## src/rtl/pb_io_regfile.sv

```systemverilog
// kcpsm6 port-bus bridge: N_IN input ports, N_OUT output registers, N_IRQ edge IRQ controller.
// Latency: reads registered (1 cycle), writes visible next cycle; no backpressure.
// PB_IO_SYNC_EN adds two-flop synchronisers on in_ports and irq_src (+2 cycles).
module pb_io_regfile #(
  parameter int         N_IN      = 4,
  parameter int         N_OUT     = 4,
  parameter int         N_IRQ     = 4,
  parameter logic [7:0] OUT_BASE  = 8'h10,
  parameter logic [7:0] IRQ_BASE  = 8'h20,
  parameter logic [7:0] OUT_RESET = 8'h00
) (
  input  logic                 sysclk,
  input  logic                 sysreset,
  input  logic [7:0]           port_id,
  input  logic                 write_strobe,
  input  logic                 read_strobe,
  input  logic [7:0]           io_data_in,
  output logic [7:0]           io_data_out,
  input  logic [N_IN*8-1:0]    in_ports,
  output logic [N_OUT*8-1:0]   out_ports,
  input  logic [N_IRQ-1:0]     irq_src,
  output logic                 interrupt,
  input  logic                 interrupt_ack
);

  typedef enum logic [1:0] {
    IDLE       = 2'd0,
    ASSERTED   = 2'd1,
    WAIT_REARM = 2'd2
  } irq_state_e;

  localparam logic [7:0] MASK_ADDR = IRQ_BASE + 8'd1;

  localparam int  OB          = int'(OUT_BASE);
  localparam int  IB          = int'(IRQ_BASE);
  localparam bit  CFG_OVERLAP = (OB < N_IN) || ((OB <= IB + 1) && (IB <= OB + N_OUT - 1));

  logic [N_IN*8-1:0]  in_use;
  logic [N_IRQ-1:0]   irq_use;

  logic [N_OUT*8-1:0] out_q, out_d;
  logic [N_IRQ-1:0]   status_q, status_d;
  logic [N_IRQ-1:0]   mask_q, mask_d;
  logic [N_IRQ-1:0]   irq_prev_q, irq_prev_d;
  logic [7:0]         rdata_q, rdata_d;
  logic [N_IRQ-1:0]   irq_rise;

  logic               stat_wr;
  logic               mask_wr;

  irq_state_e         state_q;
  logic               int_q;
  logic               armed_q;

  // read_strobe carries no side effects in this bridge
  logic               unused_rd;
  assign unused_rd = read_strobe;

`ifdef PB_IO_SYNC_EN
  logic [N_IN*8-1:0] in_s1_q, in_s1_d, in_s2_q, in_s2_d;
  logic [N_IRQ-1:0]  irq_s1_q, irq_s1_d, irq_s2_q, irq_s2_d;

  always_comb begin
    in_s1_d  = in_ports;
    in_s2_d  = in_s1_q;
    irq_s1_d = irq_src;
    irq_s2_d = irq_s1_q;
  end

  always_ff @(posedge sysclk or posedge sysreset) begin
    if (sysreset) begin
      in_s1_q  <= '0;
      in_s2_q  <= '0;
      irq_s1_q <= '0;
      irq_s2_q <= '0;
    end else begin
      in_s1_q  <= in_s1_d;
      in_s2_q  <= in_s2_d;
      irq_s1_q <= irq_s1_d;
      irq_s2_q <= irq_s2_d;
    end
  end

  assign in_use  = in_s2_q;
  assign irq_use = irq_s2_q;
`else
  assign in_use  = in_ports;
  assign irq_use = irq_src;
`endif

  assign stat_wr = write_strobe && (port_id == IRQ_BASE);
  assign mask_wr = write_strobe && (port_id == MASK_ADDR);

  always_comb begin
    out_d      = out_q;
    mask_d     = mask_q;
    status_d   = status_q;
    irq_prev_d = irq_use;
    irq_rise   = irq_use & ~irq_prev_q;
    rdata_d    = '0;

    for (int j = 0; j < N_OUT; j++) begin
      if (write_strobe && (port_id == OUT_BASE + 8'(j))) begin
        out_d[j*8 +: 8] = io_data_in;
      end
    end

    if (mask_wr) begin
      mask_d = io_data_in[N_IRQ-1:0];
    end

    // W1C applied first so a same-cycle rising edge wins
    if (stat_wr) begin
      status_d = status_q & ~io_data_in[N_IRQ-1:0];
    end
    status_d = status_d | irq_rise;

    for (int i = 0; i < N_IN; i++) begin
      if (port_id == 8'(i)) begin
        rdata_d = in_use[i*8 +: 8];
      end
    end
    for (int j = 0; j < N_OUT; j++) begin
      if (port_id == OUT_BASE + 8'(j)) begin
        rdata_d = out_q[j*8 +: 8];
      end
    end
    if (port_id == IRQ_BASE) begin
      rdata_d[N_IRQ-1:0] = status_q;
    end
    if (port_id == MASK_ADDR) begin
      rdata_d[N_IRQ-1:0] = mask_q;
    end
  end

  always_ff @(posedge sysclk or posedge sysreset) begin
    if (sysreset) begin
      out_q      <= {N_OUT{OUT_RESET}};
      status_q   <= '0;
      mask_q     <= '0;
      irq_prev_q <= '0;
      rdata_q    <= '0;
    end else begin
      out_q      <= out_d;
      status_q   <= status_d;
      mask_q     <= mask_d;
      irq_prev_q <= irq_prev_d;
      rdata_q    <= rdata_d;
    end
  end

  // Interrupt handshake; once acked, software must touch status or mask to re-arm
  always_ff @(posedge sysclk or posedge sysreset) begin
    if (sysreset) begin
      state_q <= IDLE;
      int_q   <= 1'b0;
      armed_q <= 1'b1;
    end else begin
      case (state_q)
        IDLE: begin
          if (armed_q && (|(status_q & mask_q))) begin
            int_q   <= 1'b1;
            state_q <= ASSERTED;
          end
        end
        ASSERTED: begin
          if (interrupt_ack) begin
            int_q   <= 1'b0;
            armed_q <= 1'b0;
            state_q <= WAIT_REARM;
          end
        end
        WAIT_REARM: begin
          if (stat_wr || mask_wr) begin
            armed_q <= 1'b1;
            state_q <= IDLE;
          end
        end
        default: begin
          int_q   <= 1'b0;
          state_q <= IDLE;
        end
      endcase
    end
  end

  assign io_data_out = rdata_q;
  assign out_ports   = out_q;
  assign interrupt   = int_q;

`ifndef SYNTHESIS
  always @(posedge sysclk) begin
    if (!sysreset) begin
      assert (!CFG_OVERLAP)
        else $error("pb_io_regfile: output register range overlaps input or IRQ range");
    end
  end
`endif

endmodule
```

## config.mk

```make
export PLATFORM = sky130hd
export DESIGN_NAME = pb_io_regfile
export DESIGN_NICKNAME = d
export VERILOG_FILES = /design/src/rtl/pb_io_regfile.sv
export SDC_FILE = /design/constraint.sdc
export NUM_CORES = 1
export LEC_CHECK = 0
export ABC_CLOCK_PERIOD_IN_PS = 3100
export CORE_MARGIN = 4
export CORE_UTILIZATION = 49
export CTS_CLUSTER_SIZE = 28
export DETAILED_ROUTE_END_ITERATION = 16
export PLACE_DENSITY = 0.85
export SLEW_MARGIN = 40
export SYNTH_ARGS = -nofsm -noshare
export SYNTH_HDL_FRONTEND = slang
export SYNTH_SLANG_ARGS = --single-unit
```

## constraint.sdc

```tcl
create_clock -name sysclk -period 3.1 [get_ports sysclk]
set_input_delay 0.62 -clock sysclk [delete_from_list [all_inputs] [get_ports sysclk]]
set_output_delay 0.62 -clock sysclk [all_outputs]
set_load 0.01 [all_outputs]
```

Word-level counts from Yosys, hierarchy flattened
Cells that the tools add are included.
{ "totals": {"regBits": 56, "latch_bits": 0, "ram_bits": 0, "rom_bits": 0, "out_inout_bits": 41, "word_cells": 67, "n_memories": 0} }
{ "op_classes": {"add_sub_neg": 0, "mul": 0, "n_div": 0, "order_cmp": 0, "eq_ne": 14, "shifts": 0, "mux": 20, "bitwise_logic": 7, "reduce_logical": 15} }
{ "op_table": {"columns": ["op", "count"], "rows": [
  ["$mux W8", 8],
  ["$eq A8 B5 Y1 const B", 4],
  ["$eq A8 B2 Y1 const B", 2],
  ["$eq A8 B6 Y1 const B", 2],
  ["$and A4 B4 Y4", 3],
  ["$mux W4", 3],
  ["$reduce_and A3 Y1", 3],
  ["$eq A8 B1 Y1 const B", 1],
  ["$logic_not A8 Y1", 1],
  ["$not A4 Y4", 2],
  ["$logic_and A1 B1 Y1", 7],
  ["$mux W2", 3],
  ["$ne A2 B2 Y1 const B", 3],
  ["$pmux W2 S3", 1],
  ["$or A4 B4 Y4", 1],
  ["$reduce_or A4 Y1", 1],
  ["$mux W1", 3],
  ["$pmux W1 S3", 1],
  ["$eq A2 B1 Y1 const B", 1],
  ["$eq A2 B2 Y1 const B", 1],
  ["$logic_not A2 Y1", 1],
  ["$pmux W1 S2", 1],
  ["$reduce_bool A2 Y1", 1],
  ["$logic_or A1 B1 Y1", 1],
  ["$not A1 Y1", 1]
]} }

Longest topological paths before layout
{ "logic_depth": {"ltp_word": 11, "ltp_mapped": 7} }

Worst setup path before layout
No wires, ideal clock.
{ "synth_timing": {"path_type": "input port to flip-flop", "from": "input port port_id[7]", "to": "register out_q[10] (netlist: out_ports[10])", "setup_time_ps": 125, "arrival_ps": 1971, "required_time_ps": 2975, "slack_ps": 1004, "cell_stages": 4, "n_path_buf": 1, "path_cell_list": "or4b_1 or3_1 buf_6 mux2_4"} }
{ "synth_between": {"elab_chain_len": 2} }
{ "synth_rtl": {"columns": ["element", "line_no", "text"], "rows": [
  ["from (decl)", "14", "input logic [7:0] port_id,"],
  ["$eq A8 B5 Y1", "103", "if (write_strobe && (port_id == OUT_BASE + 8'(j))) begin"],
  ["$logic_and A1 B1 Y1", "103", null],
  ["to (signal assigned)", "138", "out_q <= {N_OUT{OUT_RESET}};"],
  ["to (signal assigned)", "144", "out_q <= out_d;"],
  ["to (decl)", "41", "logic [N_OUT*8-1:0] out_q, out_d;"]
]} }
Every way passes these cells.
A chain may end at the register's enable or synchronous reset.

Worst setup path after layout
{ "layout_timing": {"from": "input port port_id[7]", "to": "register out_q[14] (netlist: out_ports[14])"} }
The elaborated chain is that of the path after synthesis.

==> impl_metrics.csv <==
group,metric,value,unit
synthesis,netlist_top_cells_area,"dfrtp_1, mux2_2, mux2_4, mux4_2, a21oi_1",
critical_path,end_kind,"flop",
cts,clock_latency,0.31,ns
cts,cts_resized,0,
sta,hold_viol_final,0,
drt,drt_drc_violations_left,0,
place,place.gp.congestion,0.8143,
critical_path,critPathMaxStageDelay,0.64,ns
job,drv_cap,0,
cts,clock_sinks,56,
drt,ant_nets,0,
critical_path,slowest_stage,"or3_1",
sta,setup_ws,0.5473,ns
cts,cts_setup_buffers,0,
power_and_ir_drop,vdd_drop_max,0.2656,mV
grt,antenna_found_initial,0,
cts,clockBufferDepth,2,
synthesis,synth_warnings,0,
grt,grt_overflow,0,
grt,track_usage,22.60,%
floorplanning,coreArea,5608,sq um
floorplanning,pin_count,98,
sta,clock.fmax,0.3917,GHz
synthesis,synth_fp_nets,306,
final_layout,diodes,0,
grt,grt_first_pass_wirelength,12830,um
critical_path,crit_family,"simple AND/OR/NAND/NOR gates",
synthesis,synth_cells,249,
place,port_buffers,96,
synthesis,seq_area_frac_synth,48.55,%
synthesis,synth_most_common_cell,"dfrtp_1",
synthesis,synth_top_area_cell,"dfrtp_1",
sta,slew_headroom,55.82,%
critical_path,setup.worst_path.start_class,"input pin",
synthesis,synth-main-ff-cell,"dfrtp_1",
power_and_ir_drop,power.leakage,1.821,nW
drt,vias,2488,
floorplanning,dieArea,7189,sq um
cts,cts_tree,"built",
synthesis,synth_common_cells,"dfrtp_1, mux2_2, nor2_1, a21oi_1, nand2_1",
drt,drt_pass1_iterations,4,
grt,grt_max_degree,30,
cts,numCtsBuffers,5,
worst_hold_path,hold_class,"flop to flop",
floorplanning,num_rows,27,
sta,worst_pin_slew,0.6628,ns
synthesis,synth.distinct_cells,46,
floorplanning,die_x,84.79,um
sta,final_max_slew_viol_count,0,
cts,clock-root-buffer,"clkbuf_8",
worst_hold_path,hp-start,"interrupt",
cts,htree_levels,2,
final_layout,drive_gt1_share,19.83,%
sta,post-route-min-period,2.553,ns
critical_path,cp-startpoint,"port_id[7]",
drt,drt-initial-drc-count,223,
outcome,status,"finished, final reports clean",
sta,finalCritPeriodShare,82.35,%
drt,vias_per_cell,5.854,
sta,fin_skew,0.006307,ns
drt,drt_wl_total,7922,um
critical_path,crit_type,"input pin to flop",
floorplanning,start_util,51.52,%
critical_path,worstPathMaxFanout,8,
floorplanning,fp.dieH,84.79,um
critical_path,r2r_start,"out_ports[12]",
final_layout,area_growth,40.97,%
place,dp_slack,0.2552,ns
power_and_ir_drop,powerDensity,373.4,nW/um^2
grt,grt_pass1_vias,2494,
place,dp_hpwl,5861,um
critical_path,crit_chain,"clkdlybuf4s50_1 -> or4b_1 -> or3_1 -> mux2_4",
sta,setup_tns,0,ns
synthesis,synthDominantCellAreaShare,47.64,%
sta,setup_viol,0,
drt,post_drt_wl_per_cell,18.64,um
critical_path,worstPathArrival,2.75,ns
synthesis,synthArstFlopShare,100.0,%
sta,rsz0062_at_grt,"false",
final_layout,num-nets-final,409,
critical_path,crit_required,3.30,ns
cts,clk_pin_slew_worst_paths,0.09,ns
critical_path,cp_num_buf_inv,1,
synthesis,avgSynthCellArea,11.60,sq um
synthesis,synth-seq-cells,56,
synthesis,synth-edff-count,0,
synthesis,syn_area,2889,sq um
cts,hold_buffers,0,
## power breakdown
group	total, W	internal [W]	leakage (nW)	switching (W)
clock	0.000471	0.000240	0.0552	0.000231
combinational	0.000269	0.000159	1.03	0.000110
sequential	0.000781	0.000759	0.739	0.0000220
total	0.00152	0.00116	1.82	0.000363
## final cells by class
class / instances / area [sq um]
sequential: 56 / 1403
timing repair buffer: 107 / 1039
fill: 418 / 1535
clock inverter: 2 / 35.03
tap: 72 / 90.09
inverter: 11 / 41.29
multi-input combinational: 171 / 1393
clock buffer: 6 / 72.57
## layout by cell type, fill, tap and decap left out, types with 3 or more instances in the layout
master,count
a22oi_1,4
inv_1,10
dfrtp_1,55
a21o_1,3
a31oi_1,3
buf_4,11
mux2_4,8
mux2_2,30
a22o_1,7
nand2b_1,8
o21ai_0,12
clkbuf_8,5
a21oi_1,14
and3_1,3
nor3_1,5
nor2_1,15
clkdlybuf4s50_1,95
nand2_1,13
mux2i_1,6
mux4_2,5
or3_1,3
## worst reg2reg max path: stages, from the launching register on
cell     delay (ns)
dfrtp_1        0.42
mux4_2         0.47
a22o_1         0.25
## kinds of logic (layout without fill, tap and decap cells)
logic type,Yosys count,in the layout,synth area share [%]
and+or+nand+nor,65,65,12.95
AOI/OAI and AO/OA,56,56,13.04
DFF,56,56,48.55
muxes,50,50,22.22
buffers and inverters,22,126,3.248
## per-stage QoR
stage          utilization, %  power [W]  std cells  hold slack, ns  area, sq um
2_1_floorplan               -  0.0009052        249          0.4698         2889
3_3_place_gp            70.71   0.001056        417          0.4599         3965
3_5_place_dp            70.71   0.001063        417          0.4686         3965
4_1_cts                 72.62   0.001537        425          0.4910         4073
5_1_grt                 72.62   0.001585        425          0.5263         4073
6_report                72.62   0.001521        425          0.4806         4073
## worst paths after layout
check                           cells after the start              to  slack [ns]
worst max-delay path                                4   out_ports[14]        0.55
worst max register to register                      2  io_data_out[4]        1.86
worst min-delay path                                2       interrupt        0.48
worst min register to register                      2       interrupt        0.48
min in group asynchronous                           2   irq_prev_q[3]        0.67
max in group asynchronous                           3         armed_q        1.77
## sequential cells by signal, summed over array words and instances (netlist names)
| signal | flops |
|---|---|
| irq_prev_q | 4 |
| io_data_out | 8 |
| out_ports | 32 |
| interrupt | 1 |
| armed_q | 1 |
| status_q | 4 |
| state_q | 2 |
| mask_q | 4 |
## per-layer routing
layer | share of wire [%] | GRT usage (%) | vias to the layer above
met4 | 2.1 | 6.187 | 0
met5 | 0 | 0 | -
met3 | 6.0 | 3.827 | 13
met1 | 43 | 30.56 | 1240
met2 | 49 | 37.65 | 100
li1 | - | - | 1135
(Power assumes the default switching activity.)
